## src/rtl/ob_pkg.sv

```systemverilog
// Shared order-book types: opcodes, the packed command word and the wire header.
// No logic here, so there is no latency and no backpressure.
// The deserializer uses the header struct and the two helper functions below.
package ob_pkg;

    localparam int OPCODE_W       = 4;
    localparam int FRAME_LEN_BASE = 9;
    localparam int CMD_HDR_RSVD_W = 4;

    typedef enum logic [OPCODE_W-1:0] {
        Op_None   = 4'd0,
        Op_Buy    = 4'd1,
        Op_Sell   = 4'd2,
        Op_Cancel = 4'd3
    } opcode_e;

    typedef struct packed {
        logic [15:0] quantity;
        logic [15:0] price;
    } order_t;

    typedef struct packed {
        order_t buy;
        order_t sell;
    } oprand_t;

    typedef struct packed {
        opcode_e     opcode;
        logic [31:0] uid;
        oprand_t     oprand;
    } cmd_t;

    // Wire header byte: reserved nibble on top, opcode below.
    typedef struct packed {
        logic [CMD_HDR_RSVD_W-1:0] rsvd;
        logic [OPCODE_W-1:0]       opcode;
    } cmd_hdr_t;

    // Only buy and sell are carried on this link; every other opcode is malformed.
    function automatic logic hdr_valid(input cmd_hdr_t h);
        return (h.rsvd == '0) && ((h.opcode == Op_Buy) || (h.opcode == Op_Sell));
    endfunction

    // body = {uid, quantity, price}, big-endian as received. The unused side of
    // oprand is left zero so the core sees a clean command.
    function automatic cmd_t build_cmd(input logic [OPCODE_W-1:0] op, input logic [63:0] body);
        cmd_t c;
        c        = '0;
        c.opcode = opcode_e'(op);
        c.uid    = body[63:32];
        if (op == Op_Buy) begin
            c.oprand.buy = body[31:0];
        end else begin
            c.oprand.sell = body[31:0];
        end
        return c;
    endfunction

endpackage

```

## src/rtl/ob_sat_cnt.sv

```systemverilog
// Saturating up-counter; sticks at all-ones instead of wrapping.
// Latency: count updates on the clock edge that samples inc.
// Backpressure: none; ports clk, rst (sync active-low), inc, cnt[W-1:0].
module ob_sat_cnt #(
    parameter int W = 16
) (
    input  logic         clk,
    input  logic         rst,
    input  logic         inc,
    output logic [W-1:0] cnt
);

    logic [W-1:0] cnt_q;
    logic [W-1:0] cnt_d;

    always_comb begin
        cnt_d = cnt_q;
        if (inc && (cnt_q != {W{1'b1}})) begin
            cnt_d = cnt_q + {{(W-1){1'b0}}, 1'b1};
        end
    end

    always_ff @(posedge clk) begin
        if (!rst) begin
            cnt_q <= '0;
        end else begin
            cnt_q <= cnt_d;
        end
    end

    assign cnt = cnt_q;

endmodule

```

## src/rtl/ob_cmd_deser.sv

```systemverilog
// Assembles 9-byte (10 with OB_CMD_DESER_CKSUM_EN: trailing XOR byte) command frames
// from an 8-bit valid/ready link into ob_pkg::cmd_t. Latency: strobe 2 cycles after last byte.
// Backpressure: in_rdy drops while a finished command waits for cmd_full_r to clear.
// Ports: clk, rst (sync active-low), in_vld/in_data/in_rdy byte link, cmd_full_r core
// full flag, cmd_vld_r/cmd_r registered command, err_vld_r drop pulse, err_cnt_r drop count.
module ob_cmd_deser
    import ob_pkg::*;
#(
    parameter int ERR_CNT_W = 16
) (
    input  logic                 clk,
    input  logic                 rst,
    input  logic                 in_vld,
    input  logic [7:0]           in_data,
    output logic                 in_rdy,
    input  logic                 cmd_full_r,
    output logic                 cmd_vld_r,
    output cmd_t                 cmd_r,
    output logic                 err_vld_r,
    output logic [ERR_CNT_W-1:0] err_cnt_r
);

    localparam logic [1:0] IDLE = 2'd0;
    localparam logic [1:0] BODY = 2'd1;
    localparam logic [1:0] DROP = 2'd2;
    localparam logic [1:0] HOLD = 2'd3;

`ifdef OB_CMD_DESER_CKSUM_EN
    localparam int FRAME_LEN = FRAME_LEN_BASE + 1;
    // The checksum byte arrives after all eight body bytes, so keep all 64 bits.
    localparam int SHREG_W   = 64;
`else
    localparam int FRAME_LEN = FRAME_LEN_BASE;
    // The final body byte is merged straight from in_data, so 7 bytes are stored.
    localparam int SHREG_W   = 56;
`endif

    localparam int               CNT_W    = 4;
    // Counter value while the final byte of the frame is being accepted.
    localparam logic [CNT_W-1:0] LAST_CNT = CNT_W'(FRAME_LEN - 2);

    logic [1:0]          state_q,   state_d;
    logic [CNT_W-1:0]    cnt_q,     cnt_d;
    logic [OPCODE_W-1:0] op_q,      op_d;
    logic [SHREG_W-1:0]  shreg_q,   shreg_d;
    cmd_t                cmd_q,     cmd_d;
    logic                cmd_vld_q, cmd_vld_d;
    logic                err_vld_q, err_vld_d;
`ifdef OB_CMD_DESER_CKSUM_EN
    logic [7:0]          cksum_q,   cksum_d;
`endif

    logic     accept;
    cmd_hdr_t hdr;

    assign in_rdy = (state_q != HOLD);
    assign accept = in_vld && in_rdy;
    assign hdr    = in_data;

    always_comb begin
        state_d   = state_q;
        cnt_d     = cnt_q;
        op_d      = op_q;
        shreg_d   = shreg_q;
        cmd_d     = cmd_q;
        cmd_vld_d = 1'b0;
        err_vld_d = 1'b0;
`ifdef OB_CMD_DESER_CKSUM_EN
        cksum_d   = cksum_q;
`endif
        case (state_q)
            IDLE: begin
                if (accept) begin
                    cnt_d = '0;
                    if (hdr_valid(hdr)) begin
                        op_d    = hdr.opcode;
                        state_d = BODY;
`ifdef OB_CMD_DESER_CKSUM_EN
                        cksum_d = in_data;
`endif
                    end else begin
                        err_vld_d = 1'b1;
                        state_d   = DROP;
                    end
                end
            end
            BODY: begin
                if (accept) begin
                    cnt_d = cnt_q + 4'd1;
`ifdef OB_CMD_DESER_CKSUM_EN
                    cksum_d = cksum_q ^ in_data;
                    if (cnt_q != LAST_CNT) begin
                        shreg_d = {shreg_q[SHREG_W-9:0], in_data};
                    end else if (cksum_q == in_data) begin
                        // Running XOR of bytes 0..8 equals the trailing byte.
                        cmd_d   = build_cmd(op_q, shreg_q);
                        state_d = HOLD;
                    end else begin
                        err_vld_d = 1'b1;
                        state_d   = IDLE;
                    end
`else
                    shreg_d = {shreg_q[SHREG_W-9:0], in_data};
                    if (cnt_q == LAST_CNT) begin
                        cmd_d   = build_cmd(op_q, {shreg_q, in_data});
                        state_d = HOLD;
                    end
`endif
                end
            end
            DROP: begin
                if (accept) begin
                    cnt_d = cnt_q + 4'd1;
                    if (cnt_q == LAST_CNT) begin
                        state_d = IDLE;
                    end
                end
            end
            default: begin
                // HOLD: the core's full flag lags by a cycle, which is safe because
                // a new command cannot complete sooner than a whole frame later.
                if (!cmd_full_r) begin
                    cmd_vld_d = 1'b1;
                    state_d   = IDLE;
                end
            end
        endcase
    end

    always_ff @(posedge clk) begin
        if (!rst) begin
            state_q   <= IDLE;
            cnt_q     <= '0;
            op_q      <= '0;
            shreg_q   <= '0;
            cmd_q     <= '0;
            cmd_vld_q <= 1'b0;
            err_vld_q <= 1'b0;
`ifdef OB_CMD_DESER_CKSUM_EN
            cksum_q   <= '0;
`endif
        end else begin
            state_q   <= state_d;
            cnt_q     <= cnt_d;
            op_q      <= op_d;
            shreg_q   <= shreg_d;
            cmd_q     <= cmd_d;
            cmd_vld_q <= cmd_vld_d;
            err_vld_q <= err_vld_d;
`ifdef OB_CMD_DESER_CKSUM_EN
            cksum_q   <= cksum_d;
`endif
        end
    end

    // Counter advances on the same edge that raises err_vld_r.
    ob_sat_cnt #(
        .W (ERR_CNT_W)
    ) u_err_cnt (
        .clk (clk),
        .rst (rst),
        .inc (err_vld_d),
        .cnt (err_cnt_r)
    );

    assign cmd_vld_r = cmd_vld_q;
    assign cmd_r     = cmd_q;
    assign err_vld_r = err_vld_q;

endmodule

```

## config.mk

```make
export PLATFORM = sky130hd
export DESIGN_NAME = ob_cmd_deser
export DESIGN_NICKNAME = d
export VERILOG_FILES = /design/src/rtl/ob_pkg.sv /design/src/rtl/ob_sat_cnt.sv /design/src/rtl/ob_cmd_deser.sv
export SDC_FILE = /design/constraint.sdc
export NUM_CORES = 1
export LEC_CHECK = 0
export CAP_MARGIN = 20
export CORE_UTILIZATION = 52
export DETAILED_ROUTE_END_ITERATION = 7
export GPL_TIMING_DRIVEN = 0
export PLACE_DENSITY_LB_ADDON = 0.15
export RECOVER_POWER = 50
export SYNTH_ARGS = -nofsm -noshare
export SYNTH_HDL_FRONTEND = slang
export SYNTH_SLANG_ARGS = --single-unit
```

## constraint.sdc

```tcl
create_clock -name clk -period 2.35 [get_ports clk]
set_clock_uncertainty 0.2 [all_clocks]
set_input_delay 0.47 -clock clk [delete_from_list [all_inputs] [get_ports clk]]
set_output_delay 0.47 -clock clk [all_outputs]
set_load 0.01 [all_outputs]
```

==> results.txt <==
----------------------------------------------------
[Pwr]
  Lkg Pwr ... 3.43 nW
  Power density relative to cell area ... 757 nW/um^2
  Max rail drop VDD ... 0.605 mV

[Synthesis]
  Yosys top cell by area ... sky130_fd_sc_hd__dfxtp_1
  Mean Syn Cell Area ... 8.13 sq um
  Count leader, synth ... sky130_fd_sc_hd__nand2_1
  Share of the synthesized area in the top cell type ... 0.526
  Number of synthesized flops with an enable pin ... 0
  Top area cells in the synthesized netlist ... sky130_fd_sc_hd__dfxtp_1 53%, sky130_fd_sc_hd__nand2_1 14%, sky130_fd_sc_hd__a21oi_1 12%, sky130_fd_sc_hd__nand3_1 5.6%, sky130_fd_sc_hd__clkbuf_1 2.8%
  Yosys warnings ... 0
  Number of flip-flops and latches in the synthesized netlist ... 184
  Most common flop cell mapped by yosys ... sky130_fd_sc_hd__dfxtp_1
  Sequential share of the synthesized area ... 0.526
  Fraction of registers with async set/reset ... 0
  Mapped Cells ... 861
  Yosys cell types ... 47
  Syn nets ... 879
  Leading cell types by count after synthesis ... 267 x sky130_fd_sc_hd__nand2_1, 184 x sky130_fd_sc_hd__dfxtp_1, 162 x sky130_fd_sc_hd__a21oi_1
  Post-synth design cell area ... 7000 sq um

[Placed design]
  Post-Place Worst Slack ... -0.650 ns
  Final weighted congestion of routability-driven global placement ... 0.854
  Placed cell count ... 1168
  DP Wirelength ... 12.4 mm
  Count of buffers from port buffering ... 130
  Area after DPL ... 8530 sq um

[Final layout]
  Layout net count ... 1028
  Synthesis-to-finish area growth ... 31.7%
  Fraction of final layout cells sized beyond drive strength 1 ... 0.0735
  Number of cells in the finished layout apart from fillers ... 1197
  Post-Layout Inst Area ... 9220 sq um
  Diode insertion count for antenna repair ... 0

[Worst setup path]
  Slowest Stage Delay on Critical Path ... 0.64 ns
  Sort of element at the end of the critical path ... flip-flop
  CP Data Required Time ... 2.51 ns
  Cells on worst reg2reg path ... 7
  FF-to-FF End ... u_err_cnt.cnt[14]
  Startpoint type of the worst setup path ... primary input
  Peak fanout along the critical path ... 10
  Cell-by-cell trace of the critical path ... clkdlybuf4s50_1 > nor4_4 > a311o_2 > buf_2 > buf_12 > nor3_1 > mux2i_1
  Setup crit start ... in_data[3]
  Slowest stage cell, crit path ... sky130_fd_sc_hd__clkdlybuf4s50_1
  Endpoint of the most critical setup path ... u_err_cnt.cnt[14]
  Beginning of the worst register-to-register path ... state_q[0]
  Reg-to-reg setup timing slack ... 0.12 ns
  CP Class ... in -> reg
  Arrival time worst endpoint ... 2.41 ns

[Timing]
  Transition at the pin with the smallest max-transition slack ... 0.594 ns
  Endpoints failing hold ... 0
  Final Setup Violations ... 0
  Time the worst path needs with I/O delays and setup ... 2.25 ns
  Highest achievable clock rate ... 444 MHz
  Worst rel slew slack ... 0.604
  Setup total negative slack ... 0 ns
  Setup slack after layout ... 0.0975 ns
  Period utilization ... 0.958
  Final slew viol count ... 0
  Unrepaired setup endpoints after global routing ... yes

[Die]
  Floorplan core area ... 13200 sq um
  Std cell rows ... 42
  DIE AREA ... 13900 sq um
  Starting density of the core ... 0.531
  I/O pin count ... 131
  Die outline height ... 118 microns
  Horiz. Die Dim ... 118 microns

[CTS]
  Clock tree from TritonCTS ... yes
  Clock slew seen by the registers of the worst setup and hold paths ... 0.06 ns
  Buffers inserted during post-CTS setup optimization ... 0
  CTS Root Cell ... sky130_fd_sc_hd__clkbuf_16
  Count of hold-fix buffers inserted at cts ... 0
  Max H-tree Level ... 4
  Clock buffer depth ... 2
  Num CTS Buffers ... 17
  CTS Sinks ... 184
  Latest clock arrival within the worst-skew pair ... 0.43 ns

[Global routing]
  First-pass GRT wire length ... 28.8 mm
  Overall routing resource usage ... 0.260
  Initial antenna violation count ... 0
  Largest net degree at the start of global routing ... 17
  Via count of the first global-routing pass ... 5930
  Sum of overflow across all layers after global routing ... 0

[Job]
  Number of max-cap violations ... 0

[Min path]
  Hold Crit Class ... in -> reg

[Drt]
  TritonRoute pass-1 iters ... 5
  Routed Wire Length ... 17.7 mm
  Post-detailed-route wirelength per cell ... 14.8 microns
  Post-DR vias/cell ... 5.32
  Drt drc ... 0
  Initial drt markers ... 464
  Final antenna-violating net count ... 0
  Via count ... 6371

[Status]
  Run status ... finished, final reports clean

----------------------------------------------------
-- power breakdown --
group          internal [mW]  leakage [nW]  total, mW  switching (mW)
sequential              3.17          1.48       3.23          0.0547
combinational          0.255          1.64      0.721           0.466
clock                   1.88         0.305       3.03            1.15
-- metrics by stage --
step | util | power, mW | hold slack [ns]
floorplan | - | 3.77 | 0.232
global placement | 0.646 | 3.99 | 0.237
detailed placement | 0.647 | 3.99 | 0.244
CTS | 0.695 | 6.99 | 0.253
global route | 0.699 | 7.23 | 0.228
finish | 0.699 | 6.98 | 0.225
-- cell type report --
type,count,area (sq um)
plain buffers,65,329
clock buffers,23,488
clock inverters,7,141
fillers,1044,3970
inverters,6,22.5
multi-input cells,605,3020
flip-flops and latches,184,3680
well taps,176,220
repair buffers,131,1320
-- cell usage in the layout (no fill, tap or decap), types with 4 or more instances in the layout --
master                              n
sky130_fd_sc_hd__nand2_1          267
sky130_fd_sc_hd__dfxtp_1          184
sky130_fd_sc_hd__a21oi_1          162
sky130_fd_sc_hd__dlygate4sd3_1    103
sky130_fd_sc_hd__nand3_1           78
sky130_fd_sc_hd__clkbuf_1          36
sky130_fd_sc_hd__clkdlybuf4s50_1   22
sky130_fd_sc_hd__clkbuf_2          21
sky130_fd_sc_hd__clkbuf_16         17
sky130_fd_sc_hd__mux2i_1           12
sky130_fd_sc_hd__nand2b_1          11
sky130_fd_sc_hd__nor2_1             9
sky130_fd_sc_hd__clkbuf_8           7
sky130_fd_sc_hd__nor4_1             7
sky130_fd_sc_hd__inv_1              5
sky130_fd_sc_hd__buf_2              5
sky130_fd_sc_hd__dlymetal6s2s_1     5
sky130_fd_sc_hd__nand3b_1           4
sky130_fd_sc_hd__o21ai_0            4
sky130_fd_sc_hd__and3_1             4
sky130_fd_sc_hd__ha_1               4
sky130_fd_sc_hd__bufinv_16          4
-- repair_timing --
item                                    in CTS  in global routing
endpoints found under the setup margin     101                155
pin swaps                                    0                  1
endpoints found under the hold margin        0                  0
resized for setup                            3                 50
-- logic make-up (layout without fill, tap and decap cells) --
group / count (synthesis) / in the layout / synth area share
AND/OR/NAND/NOR: 406 / 406 / 0.262
flip-flops: 184 / 184 / 0.526
AO/OA/AOI/OAI: 179 / 179 / 0.134
buffers and inverters: 72 / 232 / 0.0468
multiplexers: 13 / 13 / 0.0188
adder cells (fa/ha/maj): 6 / 6 / 0.0107
XOR/XNOR: 1 / 1 / 0.00125
-- per-layer routing --
layer | vias to the layer above | routed length [microns] | global-route usage
met4 | 0 | 336 | 0.103
met1 | 2976 | 7890 | 0.333
met3 | 31 | 934 | 0.0577
met5 | - | 0 | 0
li1 | 3195 | - | -
met2 | 169 | 8510 | 0.425
-- sequential cells by signal, indices dropped and copies added, names as in the netlist --
register       count
state_q            2
shreg_q           56
cnt_q              4
u_err_cnt.cnt     16
op_q               4
cmd_r            100
err_vld_r          1
cmd_vld_r          1
-- worst max-delay path, delay by kind of cell --
family / cells / cell delay (ns)
buffers and inverters: 3 / 1.01
AND/OR/NAND/NOR: 2 / 0.34
multiplexers: 1 / 0.21
AO/OA/AOI/OAI: 1 / 0.37
-- worst min path at each step --
stage / startpoint / to / slack, ns / cells past startpoint
after global routing: in_data[5] / cmd_r[37] / 0.23 / 3
final: in_data[5] / shreg_q[5] / 0.23 / 3
after global placement: cmd_r[59] / cmd_r[59] / 0.24 / 2
after detailed placement: cmd_r[8] / cmd_r[8] / 0.24 / 2
after floorplan: shreg_q[48] / cmd_r[88] / 0.23 / 2
after CTS: cmd_r[16] / cmd_r[16] / 0.25 / 2
Power figures use the tool's default switching activity.
